### config.mk
export PLATFORM = sky130hd
export DESIGN_NAME = spi_master
export DESIGN_NICKNAME = d
export VERILOG_FILES = /design/src/rtl/spi_pkg.sv /design/src/rtl/spi_shift_tx.sv /design/src/rtl/spi_master.sv
export SDC_FILE = /design/constraint.sdc
export NUM_CORES = 1
export LEC_CHECK = 0
export BUFFER_PORTS_ARGS = -buffer_cell sky130_fd_sc_hd__buf_2
export CORE_MARGIN = 2
export CORE_UTILIZATION = 39
export CTS_BUF_LIST = sky130_fd_sc_hd__clkbuf_8
export DETAILED_ROUTE_END_ITERATION = 8
export HOLD_SLACK_MARGIN = 0.1
export PLACE_DENSITY_LB_ADDON = 0.1
export SLEW_MARGIN = 30
export SYNTH_ARGS = -nofsm -noshare
export SYNTH_HDL_FRONTEND = slang
export SYNTH_SLANG_ARGS = --single-unit
### constraint.sdc
create_clock -name clk -period 2.4 [get_ports clk]
set_input_delay 0.48 -clock clk [delete_from_list [all_inputs] [get_ports clk]]
set_output_delay 0.48 -clock clk [all_outputs]
set_load 0.05 [all_outputs]
### src/rtl/spi_pkg.sv
// Shared SPI definitions: opcodes, master state encoding and frame width.
// Also imported by slave-side benches.
package spi_pkg;

  typedef enum logic [1:0] {
    WR_ADDR = 2'b00,
    WR_DATA = 2'b01,
    RD_ADDR = 2'b10,
    RD_DATA = 2'b11
  } op_t;

  typedef enum logic [2:0] {
    ST_IDLE,
    ST_START,
    ST_SHIFT,
    ST_HOLD,
    ST_WAIT,
    ST_RECV,
    ST_GAP
  } state_t;

  localparam int unsigned FRAME_W = 10;

endpackage

### src/rtl/spi_shift_tx.sv
// Parallel-load, MSB-first serializer; msb_o presents the current bit.
module spi_shift_tx #(
  parameter int unsigned W = 10
) (
  input  logic         clk,
  input  logic         rst_n,
  input  logic         load_i,
  input  logic [W-1:0] data_i,
  input  logic         shift_i,
  output logic         msb_o
);
  logic [W-1:0] sreg_q;

  always_ff @(posedge clk or negedge rst_n) begin
    if (!rst_n) begin
      sreg_q <= '0;
    end else if (load_i) begin
      sreg_q <= data_i;
    end else if (shift_i) begin
      sreg_q <= {sreg_q[W-2:0], 1'b0};
    end
  end

  assign msb_o = sreg_q[W-1];
endmodule

### src/rtl/spi_master.sv
// SPI master: frames {op, byte} commands; read-data ops add a wait and an 8-bit LSB-first receive.
// Optional macro SPI_MASTER_SEQ_CHK_EN rejects read-data ops not preceded by a completed read-address op.
module spi_master
  import spi_pkg::*;
#(
  parameter int unsigned RD_WAIT    = 3,
  parameter int unsigned GAP_CYCLES = 2
) (
  input  logic       clk,
  input  logic       rst_n,
  input  logic       cmd_valid,
  output logic       cmd_ready,
  input  logic [1:0] cmd_op,
  input  logic [7:0] cmd_data,
  output logic       SS_n,
  output logic       MOSI,
  input  logic       MISO,
  output logic       rsp_valid,
  output logic [7:0] rsp_data,
  output logic       err
);
  state_t     state_q, state_d;
  logic [3:0] cnt_q, cnt_d;
  op_t        op_q;
  logic       load, seq_block, tx_msb, last_rx;
  logic [7:0] rx_q, rsp_data_q;
  logic       rsp_valid_q;

  spi_shift_tx #(.W(FRAME_W)) u_tx (
    .clk    (clk),
    .rst_n  (rst_n),
    .load_i (load),
    .data_i ({cmd_op, ((op_t'(cmd_op) == RD_DATA) ? 8'h00 : cmd_data)}),
    .shift_i(state_q == ST_SHIFT),
    .msb_o  (tx_msb)
  );

  assign last_rx = (state_q == ST_RECV) && (cnt_q == 4'd7);

  // Counter restarts from zero on every state entry; each phase ends on its own terminal count.
  always_comb begin
    state_d = state_q;
    cnt_d   = cnt_q + 4'd1;
    load    = 1'b0;
    unique case (state_q)
      ST_IDLE: begin
        cnt_d = '0;
        if (cmd_valid && !seq_block) begin
          load    = 1'b1;
          state_d = ST_START;
        end
      end
      ST_START: if (cnt_q == 4'd1) begin
        state_d = ST_SHIFT;
        cnt_d   = '0;
      end
      ST_SHIFT: if (cnt_q == 4'(FRAME_W - 1)) begin
        state_d = (op_q == RD_DATA) ? ST_WAIT : ST_HOLD;
        cnt_d   = '0;
      end
      ST_HOLD: begin
        state_d = ST_GAP;
        cnt_d   = '0;
      end
      ST_WAIT: if (cnt_q == 4'(RD_WAIT - 1)) begin
        state_d = ST_RECV;
        cnt_d   = '0;
      end
      ST_RECV: if (last_rx) begin
        state_d = ST_GAP;
        cnt_d   = '0;
      end
      ST_GAP: if (cnt_q == 4'(GAP_CYCLES - 1)) begin
        state_d = ST_IDLE;
        cnt_d   = '0;
      end
      default: begin
        state_d = ST_IDLE;
        cnt_d   = '0;
      end
    endcase
  end

  always_comb begin
    MOSI = 1'b0;
    if (state_q == ST_START)      MOSI = op_q[1];
    else if (state_q == ST_SHIFT) MOSI = tx_msb;
  end

  assign cmd_ready = (state_q == ST_IDLE);
  assign SS_n      = (state_q == ST_IDLE) || (state_q == ST_GAP);
  assign rsp_valid = rsp_valid_q;
  assign rsp_data  = rsp_data_q;

  always_ff @(posedge clk or negedge rst_n) begin
    if (!rst_n) begin
      state_q     <= ST_IDLE;
      cnt_q       <= '0;
      op_q        <= WR_ADDR;
      rx_q        <= '0;
      rsp_data_q  <= '0;
      rsp_valid_q <= 1'b0;
    end else begin
      state_q     <= state_d;
      cnt_q       <= cnt_d;
      rsp_valid_q <= last_rx;
      if (load) op_q <= op_t'(cmd_op);
      if (state_q == ST_RECV) rx_q <= {MISO, rx_q[7:1]};
      if (last_rx) rsp_data_q <= {MISO, rx_q[7:1]};
    end
  end

`ifdef SPI_MASTER_SEQ_CHK_EN
  logic rd_flag_q, err_q;

  assign seq_block = (op_t'(cmd_op) == RD_DATA) && !rd_flag_q;
  assign err       = err_q;

  always_ff @(posedge clk or negedge rst_n) begin
    if (!rst_n) begin
      rd_flag_q <= 1'b0;
      err_q     <= 1'b0;
    end else begin
      err_q <= (state_q == ST_IDLE) && cmd_valid && seq_block;
      if ((state_q == ST_HOLD) && (op_q == RD_ADDR)) rd_flag_q <= 1'b1;
      else if (last_rx)                              rd_flag_q <= 1'b0;
    end
  end
`else
  assign seq_block = 1'b0;
  assign err       = 1'b0;
`endif
endmodule

## Word level (Yosys, flattened, before mapping)

Index checks and enable logic that the tools add are counted.

| word-level totals | value |
|---|---|
| bits in registers | 36 |
| input port bits | 14 |
| output and inout bits | 13 |
| word-level logic and storage cells | 52 |

| operators by class | value |
|---|---|
| add/subtract/negate cells | 1 |
| equality and inequality tests | 18 |
| mux-type cells | 20 |
| reductions and logical operators | 6 |

Operators by type and width:

| operator | number |
|---|---|
| 2-to-1 mux 3 bit | 7 |
| one-hot mux 3 bit (7 select lines) | 1 |
| 2-to-1 mux 10 bit | 2 |
| 2-to-1 mux 4 bit | 4 |
| one-hot mux 4 bit (4 select lines) | 1 |
| inequality test 2 bit, second input constant | 6 |
| equality test 3 bit, second input constant | 3 |
| 2-to-1 mux 8 bit | 1 |
| equality test 3 x 2 -> 1 bit, second input constant | 2 |
| AND reduction 6 bit | 1 |
| adder 4 x 1 -> 4 bit, second input constant | 1 |
| equality test 2 bit, second input constant | 2 |
| equality test 4 x 1 -> 1 bit, second input constant | 1 |
| equality test 4 x 2 -> 1 bit, second input constant | 1 |
| equality test 4 x 3 -> 1 bit, second input constant | 1 |
| equality test 4 bit, second input constant | 1 |
| 2-to-1 mux 1 bit | 4 |
| equality test 3 x 1 -> 1 bit, second input constant | 1 |
| zero test 3 bit | 1 |
| nonzero test 2 bit | 1 |
| OR reduction 2 bit | 1 |
| logical AND 1 bit | 1 |
| logical OR 1 bit | 1 |

## Logic depth before layout (Yosys ltp)

Gate-level depths: netlist of run 1.

| logic depth | value |
|---|---|
| word-level depth | 4 |
| gate-level depth with buffers | 6 |
| mapped depth without buffers | 6 |

## Hierarchy

A second synthesis of run 1 with hierarchy kept.

| unflattened totals | value |
|---|---|
| cell total of the unflattened synthesis | 153 |
| area, all modules | 1734.2 um^2 |

By module, submodules not included:

| module | times used | cells each | area each (um^2) | sequential area each (um^2) |
|---|---|---|---|---|
| spi_master | 1 | 110 | 1270.0 | 625.6 |
| spi_shift_tx | 1 | 43 | 464.2 | 250.2 |

## Worst setup path before layout of run 1

Ideal clock, no wire load.

| path | value |
|---|---|
| path type | reg-to-reg |
| start | reg state_q[0] |
| end | reg u_tx.sreg_q[9] |
| setup time | 0.126 ns |
| data arrival time | 2.406 ns |
| required time | 2.274 ns |
| setup slack | -0.132 ns |
| cell stages (with the launch flop) | 7 |
| path through | dfrtp_1 buf_2 buf_2 nor3_1 and2_1 nor2_1 a221o_1 |

| on the way | value |
|---|---|
| word-level cells in the longest chain between the ends | 3 |
| elaborated cells on any way between the ends | 5 |

Ends and longest elaborated chain:

| element | line | text |
|---|---|---|
| start: declaration | spi_master.sv:22 | `state_t state_q, state_d;` |
| start signal: assignment | spi_master.sv:104 | `state_q <= state_d;` |
| zero test 3 bit (*) | n/a |  |
| net cmd_ready | spi_master.sv:12 | `output logic cmd_ready,` |
| 2-to-1 mux 1 bit (*) | spi_master.sv:45 | `unique case (state_q)` |
| 2-to-1 mux 10 bit / nonzero test 2 bit (equally long branches) | n/a |  |
| end signal: assignment | spi_shift_tx.sv:18 | `sreg_q <= data_i;` |
| end signal: assignment | spi_shift_tx.sv:20 | `sreg_q <= {sreg_q[W-2:0], 1'b0};` |
| end: declaration | spi_shift_tx.sv:12 | `logic [W-1:0] sreg_q;` |

Mark *: on every way through the listed nets, which the timed path passes. The rest lies on a longest branch.
A chain may end at the register's enable or synchronous reset.

## Worst setup path after layout of run 1

| path | value |
|---|---|
| start | reg state_q[0] |
| end | out MOSI |

| on the way | value |
|---|---|
| word-level cells in the longest chain between the ends | 3 |
| elaborated cells on any way between the ends | 4 |

Ends and longest elaborated chain:

| element | line | text |
|---|---|---|
| equality test 3 x 2 -> 1 bit | spi_master.sv:87 | `else if (state_q == ST_SHIFT) MOSI = tx_msb;` |
| 2-to-1 mux 1 bit | spi_master.sv:87 |  |
| 2-to-1 mux 1 bit (*) | spi_master.sv:86 | `if (state_q == ST_START) MOSI = op_q[1];` |
| end: declaration | spi_master.sv:16 | `output logic MOSI,` |

Every way passes the cells marked *; elsewhere a longest branch is shown, timed or not.

==> flow_metrics.env, run 1 <==
export IMPL_status="finished, final reports clean"
export IMPL_yosys_cell_types_count=43
export IMPL_start_kind="register"
export IMPL_path_class="reg -> out"
export IMPL_diodes=0
export IMPL_drtIter0Drc=49
export IMPL_cts_tree="done"
export IMPL_routed_via_density=5.30
export IMPL_maxCapViolCount=0
export IMPL_wl_per_cell_um=14.7
export IMPL_antenna_found_initial=0
export IMPL_cp_arrival_ps=1660
export IMPL_clock_latency_ps=290
export IMPL_drv_slew=0
export IMPL_cts_resized=0
export IMPL_synth_seq_area_share_pct=52.8
export IMPL_final_util_pct=47.9
export IMPL_cts_buffer_depth=2
export IMPL_power_density_mw_per_mm2=1160
export IMPL_place_area_mm2=0.00186
export IMPL_design_area_mm2=0.00195
export IMPL_slew_headroom_pct=48.6
export IMPL_yosysMostFrequentCell="dfrtp_1"
export IMPL_place_hpwl_mm=2.33
export IMPL_floorplan_die_height_um=69.2
export IMPL_finalClockSkew_ps=7.31
export IMPL_syn_nets=161
export IMPL_ys_flop_type="dfrtp_1"
export IMPL_ys_warn_count=0
export IMPL_r2r_slack_ps=330
export IMPL_rsz0062_at_grt="no"
export IMPL_cp_data_required_time_ps=1920
export IMPL_io_buffers=25
export IMPL_worst_pin_slew_ps=771
export IMPL_grt_pass1_vias=1252
export IMPL_setup_tns_ps=0
export IMPL_post_route_min_period_ps=2140
export IMPL_drive_above_1_share_pct=34.7
export IMPL_grt_pass1_wl_mm=5.80
export IMPL_vdd_drop_max_mv=0.590
export IMPL_coreArea_mm2=0.00406
export IMPL_area_growth_syn_to_layout_pct=17.4
export IMPL_hold_buffers=0
export IMPL_synth_area_leaders="dfrtp_1, mux2_2, a221o_1"
export IMPL_hold_viol_final=0
export IMPL_fin_crit_sh_pct=89.0
export IMPL_grt_overflow_total=0
export IMPL_holdWs_ps=264
export IMPL_drtAntennaViolNets=0
export IMPL_fmax_ghz=0.468
export IMPL_first_pass_iters=4
export IMPL_p_leak_uw=0.000987
export IMPL_routabilityCongestion=0.768
export IMPL_routed_wl_mm=3.32
export IMPL_fp_row_count=23
export IMPL_die_area_mm2=0.00479
export IMPL_root_buffer="clkbuf_8"
export IMPL_synth_avg_cell_area_um2=11.5
export IMPL_postCtsSetupBuffers=0
export IMPL_synth_edff_count=0
export IMPL_p_total_uw=2250
export IMPL_synth_largest_area_cell="dfrtp_1"
export IMPL_vias=1198
export IMPL_cts_max_level=2
export IMPL_finalSetupViolations=0
export IMPL_grt_max_degree=36
export IMPL_fin_nets=192
export IMPL_numCtsBuffers=5
export IMPL_drc=0
export IMPL_critPathMaxFanout=12
export IMPL_post_synth_inst_count=144
export IMPL_cts_sinks=35
export IMPL_start_util_pct=40.9
export IMPL_end_kind="primary output"
export IMPL_synth_async_reset_ratio_pct=100
export IMPL_clk_pin_slew_ps=80
export IMPL_io_pin_count=27
export IMPL_grt_usage_pct=15.1
export IMPL_ys_ff_latch=35
export IMPL_die_width_um=69.2
export IMPL_syn_area_mm2=0.00166
export IMPL_min_path_type="in -> async"
export IMPL_synth_top_area_share_pct=52.8
export IMPL_synthTopCellsByCount="dfrtp_1, mux2_2, nand2_1, nor2_1"
power by group:
group	switching, uW	total (uW)	leakage [uW]	internal [uW]
registers	140	885	0.000461	745
logic	520	941	0.000486	421
clock network	222	424	0.0000402	202
final timing paths:
| kind | end | start | depth (start not counted) |
|---|---|---|---|
| setup / recovery | MOSI | state_q[0] | 4 |
| hold / removal | rx_q[3] | rst_n | 1 |
| setup reg to reg | state_q[0] | cnt_q[0] | 6 |
| hold reg to reg | rsp_data[0] | rsp_data[0] | 1 |
| max in group asynchronous | cnt_q[0] | rst_n | 1 |
| min in group clk | u_tx.sreg_q[0] | cmd_data[0] | 2 |
area by class of cell:
cell class / count / area [um2]
Fill cell: 378 / 2110
Clock buffer: 5 / 68.8
Tap cell: 50 / 62.6
Multi-Input combinational cell: 95 / 718
Sequential cell: 35 / 876
Timing Repair Buffer: 32 / 178
Clock inverter: 3 / 20.0
Inverter: 6 / 22.5
logic make-up (layout without fill, tap and decap cells):
| kind of cell | count (synthesis) | in the layout | synth area share (%) |
|---|---|---|---|
| and+or+nand+nor | 41 | 41 | 14.0 |
| xor gates and xnor gates | 3 | 3 | 1.59 |
| DFF | 35 | 35 | 52.8 |
| buffers and inverters | 14 | 46 | 4.15 |
| AOI/OAI and AO/OA | 31 | 31 | 14.0 |
| adders and majority gates | 3 | 3 | 2.26 |
| muxes | 16 | 16 | 10.9 |
| other | 1 | 1 | 0.226 |
registers in the layout (all words and copies together), names as in the netlist:
name	cells
u_tx.sreg_q	10
rsp_data	8
rx_q	7
cnt_q	4
state_q	3
op_q	2
rsp_valid	1
metrics by stage:
stage	instances	setup slack, ps
global placement	218	426
global route	226	114
finish	226	265
CTS	226	252
detailed placement	218	357
floorplan	144	222
per-layer routing:
metal	vias to the layer above	wire length, um	GRT usage (%)
met5	-	0	0
met4	0	46	6.10
met3	6	165	4.65
met2	29	1590	23.7
met1	584	1520	19.3
li1	579	-	-
worst max-delay path, cell delays in order (launching register included):
cell and delay (ps):
dfrtp_1 540, nor2b_1 330, nand2_1 90, a21oi_1 130
buf_2 280
cells in the final DEF, fill, tap and decap left out, types with 4 or more instances in the layout:
master    synthesis  routed
a21oi_1           6       6
a221o_1           5       5
and3_1            5       5
buf_2             4      25
buf_4             1       7
clkbuf_8          0       5
dfrtp_1          35      35
inv_1             6       6
mux2_2           15      15
nand2_1          11      11
nor2_1            7       7
o21ai_0           4       4
Power figures use the tool's default switching activity.
==> run 2, diff against run 1 <==
--- a/config.mk
+++ b/config.mk
@@ -6,6 +6,8 @@
 export NUM_CORES = 1
 export LEC_CHECK = 0
 export BUFFER_PORTS_ARGS = -buffer_cell sky130_fd_sc_hd__buf_2
+export CELL_PAD_IN_SITES_DETAIL_PLACEMENT = 0
+export CELL_PAD_IN_SITES_GLOBAL_PLACEMENT = 1
 export CORE_MARGIN = 2
 export CORE_UTILIZATION = 39
 export CTS_BUF_LIST = sky130_fd_sc_hd__clkbuf_8
==> flow_metrics.env, run 2 (synthesized netlist as in run 1, its figures left out) <==
export IMPL_vias=1199
export IMPL_power_density_mw_per_mm2=1230
export IMPL_critPathMaxFanout=10
export IMPL_worst_pin_slew_ps=788
export IMPL_rsz0062_at_grt="no"
export IMPL_die_area_mm2=0.00479
export IMPL_grt_pass1_wl_mm=5.80
export IMPL_p_leak_uw=0.00102
export IMPL_final_common_cell="dfrtp_1"
export IMPL_die_width_um=69.2
export IMPL_postCtsSetupBuffers=0
export IMPL_cts_sinks=35
export IMPL_maxCapViolCount=0
export IMPL_path_class="reg -> out"
export IMPL_fin_nets=192
export IMPL_fin_cells=226
export IMPL_post_route_min_period_ps=2170
export IMPL_cts_tree="done"
export IMPL_clk_pin_slew_ps=70
export IMPL_grt_pass1_vias=1191
export IMPL_slew_headroom_pct=47.5
export IMPL_register_area_um2=876
export IMPL_regMostFlops="u_tx.sreg_q"
export IMPL_numCtsBuffers=5
export IMPL_vdd_drop_max_mv=0.575
export IMPL_io_pin_count=27
export IMPL_grt_overflow_total=0
export IMPL_min_path_type="in -> async"
export IMPL_routabilityCongestion=0.765
export IMPL_root_buffer="clkbuf_8"
export IMPL_fp_row_count=23
export IMPL_place_inst=218
export IMPL_drc=0
export IMPL_fin_ws_ps=231
export IMPL_cp_arrival_ps=1690
export IMPL_setup_tns_ps=0
export IMPL_hold_buffers=0
export IMPL_cp_data_required_time_ps=1920
export IMPL_r2r_slack_ps=340
export IMPL_grt_usage_pct=15.1
export IMPL_holdWs_ps=272
export IMPL_first_pass_iters=4
export IMPL_drv_slew=0
export IMPL_nFillCells=385
export IMPL_layout_common_cells="dfrtp_1, buf_2, mux2_2"
export IMPL_coreArea_mm2=0.00406
export IMPL_start_util_pct=40.9
export IMPL_largest_register_ffs=10
export IMPL_routed_via_density=5.31
export IMPL_hold_viol_final=0
export IMPL_io_buffers=25
export IMPL_routed_wl_mm=3.41
export IMPL_drtAntennaViolNets=0
export IMPL_fmax_ghz=0.461
export IMPL_place_hpwl_mm=2.33
export IMPL_dpl_worst_slack_ps=337
export IMPL_start_kind="register"
export IMPL_cts_max_level=2
export IMPL_grt_max_degree=36
export IMPL_area_growth_syn_to_layout_pct=20.0
export IMPL_end_kind="primary output"
export IMPL_ff2ff_path_depth=6
export IMPL_cts_resized=0
export IMPL_clock_latency_ps=290
export IMPL_finalSetupViolations=0
export IMPL_multi_input_area_um2=718
export IMPL_antenna_found_initial=0
export IMPL_cts_buffer_depth=2
export IMPL_floorplan_die_height_um=69.2
export IMPL_status="finished, final reports clean"
export IMPL_wl_per_cell_um=15.1
export IMPL_fin_crit_sh_pct=90.4
export IMPL_diodes=0
export IMPL_drtIter0Drc=36
export IMPL_drive_above_1_share_pct=34.1
export IMPL_final_util_pct=49.0
export IMPL_finalClockSkew_ps=5.69
## run 2: cell types whose count changed in the layout (fill, tap and decap cells not counted), sizes merged
cell | before | now
bufinv | 0 | 2
clkinvlp | 2 | 0
clkinv | 1 | 0
inv | 6 | 7
## run 2: critical path: stages (launching register included)
cell	delay [ps]
dfrtp_1	520
nor2b_1	380
nand2_1	90
a21oi_1	130
buf_2	280
## run 2: final timing paths
path	start	end
max in group asynchronous	rst_n	state_q[1]
worst max-delay path	state_q[0]	MOSI
worst max register to register	cnt_q[0]	state_q[0]
worst min register to register	rsp_data[4]	rsp_data[4]
min in group clk	cmd_data[0]	u_tx.sreg_q[0]
worst min-delay path	rst_n	cnt_q[2]
## run 2: final cells by class
type                    instances  share of cell area [%]
multi-input cells              95                    36.1
flip-flops and latches         35                    44.0
well taps                      50                    3.14
clock inverters                 3                    3.21
inverters                       6                    1.13
clock buffers                   5                    3.46
repair buffers                 32                    8.93
## run 2: through the flow
step	cell area (um2)	total power (uW)
finish	1990	2440
global route	1990	2610
CTS	1990	2470
detailed placement	1860	1830
global placement	1860	1810
floorplan	1660	1560
## run 2: power by group
part / internal (uW) / switching, uW / total (uW)
clock network: 411 / 215 / 626
logic: 419 / 513 / 932
registers: 745 / 142 / 887
total: 1580 / 870 / 2440
## run 2: metal layers
| layer | vias up | routed length, um | GRT usage, % |
|---|---|---|---|
| li1 | 581 | - | - |
| met1 | 589 | 1600 | 18.8 |
| met2 | 22 | 1620 | 25.2 |
| met3 | 7 | 126 | 3.49 |
| met4 | 0 | 63 | 6.54 |
| met5 | - | 0 | 0 |
==> run 3, diff against run 2 <==
--- a/config.mk
+++ b/config.mk
@@ -8,8 +8,9 @@
 export BUFFER_PORTS_ARGS = -buffer_cell sky130_fd_sc_hd__buf_2
 export CELL_PAD_IN_SITES_DETAIL_PLACEMENT = 0
 export CELL_PAD_IN_SITES_GLOBAL_PLACEMENT = 1
+export CORE_ASPECT_RATIO = 1.2
 export CORE_MARGIN = 2
-export CORE_UTILIZATION = 39
+export CORE_UTILIZATION = 45
 export CTS_BUF_LIST = sky130_fd_sc_hd__clkbuf_8
 export DETAILED_ROUTE_END_ITERATION = 8
 export HOLD_SLACK_MARGIN = 0.1
==> flow_metrics.env, run 3 (synthesized netlist as in run 1, its figures left out) <==
export IMPL_start_util_pct=46.4
export IMPL_fin_crit_sh_pct=88.7
export IMPL_grt_max_degree=36
export IMPL_slowest_delay_ps=510
export IMPL_cts_resized=0
export IMPL_drtIter0Drc=36
export IMPL_p_sw_share_pct=39.2
export IMPL_io_buffers=25
export IMPL_pwr_share_seq_pct=40.2
export IMPL_combPwrFrac_pct=40.7
export IMPL_cp_data_required_time_ps=1920
export IMPL_largest_register_ffs=10
export IMPL_ff2ff_path_depth=6
export IMPL_drc=0
export IMPL_final_common_cell="dfrtp_1"
export IMPL_place_hpwl_mm=2.28
export IMPL_postCtsSetupBuffers=0
export IMPL_coreArea_mm2=0.00357
export IMPL_p_total_uw=2230
export IMPL_grt_overflow_total=0
export IMPL_holdWs_ps=257
export IMPL_drt_met1_wl_mm=1.40
export IMPL_dpl_worst_slack_ps=347
export IMPL_clkPwrFrac_pct=19.1
export IMPL_r2r_slack_ps=330
export IMPL_clk_pin_slew_ps=80
export IMPL_power_switching_uw=876
export IMPL_area_growth_syn_to_layout_pct=16.1
export IMPL_wl_met2_mm=1.72
export IMPL_die_width_um=59.4
export IMPL_die_area_mm2=0.00419
export IMPL_hold_viol_final=0
export IMPL_maxCapViolCount=0
export IMPL_end_kind="primary output"
export IMPL_fin_nets=191
export IMPL_power_density_mw_per_mm2=1160
export IMPL_cts_max_level=2
export IMPL_drive_above_1_share_pct=34.3
export IMPL_post_route_min_period_ps=2130
export IMPL_status="finished, final reports clean"
export IMPL_internal_power_uw=1360
export IMPL_min_path_type="in -> async"
export IMPL_cp_arrival_ps=1650
export IMPL_grt_usage_pct=18.1
export IMPL_nFillCells=334
export IMPL_slew_headroom_pct=49.0
export IMPL_regMostFlops="u_tx.sreg_q"
export IMPL_routabilityCongestion=0.733
export IMPL_met3_length_um=160
export IMPL_drtAntennaViolNets=0
export IMPL_worst_path_max_delay_cell="dfrtp_1"
export IMPL_vdd_drop_max_mv=0.631
export IMPL_root_buffer="clkbuf_8"
export IMPL_r2r_end="state_q[0]"
export IMPL_grt_pass1_vias=1240
export IMPL_reg2reg_from="cnt_q[0]"
export IMPL_finalClockSkew_ps=4.10
export IMPL_crit_chain="nor2b_1 -> nand2_1 -> a21oi_1 -> buf_2"
export IMPL_cts_sinks=35
export IMPL_layout_common_cells="dfrtp_1, buf_2, mux2_2"
export IMPL_setup_tns_ps=0
export IMPL_routed_via_density=5.71
export IMPL_critPathMaxFanout=9
export IMPL_floorplan_die_height_um=70.5
export IMPL_start_kind="register"
export IMPL_routed_wl_mm=3.31
export IMPL_drv_slew=0
export IMPL_fp_row_count=24
export IMPL_fin_ws_ps=272
export IMPL_wl_per_cell_um=15.5
export IMPL_antenna_found_initial=0
export IMPL_diodes=0
export IMPL_cts_buffer_depth=2
export IMPL_first_pass_iters=4
export IMPL_rsz0062_at_grt="no"
export IMPL_cp_top_family="flip-flops"
export IMPL_numCtsBuffers=5
export IMPL_grt_pass1_wl_mm=5.61
export IMPL_fmax_ghz=0.470
export IMPL_finalSetupViolations=0
export IMPL_worst_path_buf_inv=1
export IMPL_p_leak_uw=0.000982
export IMPL_vias=1222
export IMPL_io_pin_count=27
export IMPL_cts_tree="done"
export IMPL_clock_latency_ps=290
export IMPL_top_layer="met4"
export IMPL_hold_buffers=0
export IMPL_path_class="reg -> out"
export IMPL_worst_pin_slew_ps=765
## run 3: area by class of cell
cell class,instances,area (um2),area share [%]
flip-flops and latches,35,876,45.5
multi-input cells,95,718,37.3
repair buffers,31,170,8.84
clock buffers,5,68.8,3.58
well taps,39,48.8,2.54
inverters,6,22.5,1.17
clock inverters,3,20.0,1.04
## run 3: power by group through the flow
| stage | combinational (uW) | clock [uW] | sequential [uW] |
|---|---|---|---|
| 3_5_place_dp | 911 | 0 | 905 |
| 3_3_place_gp | 897 | 0 | 897 |
| 4_1_cts | 919 | 441 | 897 |
| 2_1_floorplan | 732 | 0 | 831 |
| 5_1_grt | 1020 | 467 | 922 |
| 6_report | 909 | 426 | 898 |
## run 3: worst max-delay path by stage
stage | start | depth (start not counted) | end | slack [ps]
after floorplan | state_q[0] | 5 | MOSI | 220
after global placement | cnt_q[0] | 6 | state_q[0] | 390
after detailed placement | cnt_q[0] | 6 | state_q[0] | 350
after CTS | state_q[0] | 4 | MOSI | 270
after global routing | state_q[0] | 4 | MOSI | 180
final | state_q[0] | 4 | MOSI | 270
## run 3: through the flow
stage	utilization [%]	cells	area, um2
after floorplan	-	144	1660
after global placement	51.4	206	1840
after detailed placement	51.4	206	1840
after CTS	53.9	214	1920
after global routing	53.9	214	1920
final	53.9	214	1920
## run 3: metal layers
layer / track usage (%) / vias up
met5: 0 / -
met4: 7.83 / 0
met3: 5.19 / 6
met2: 30.8 / 36
met1: 20.3 / 605
li1: - / 575
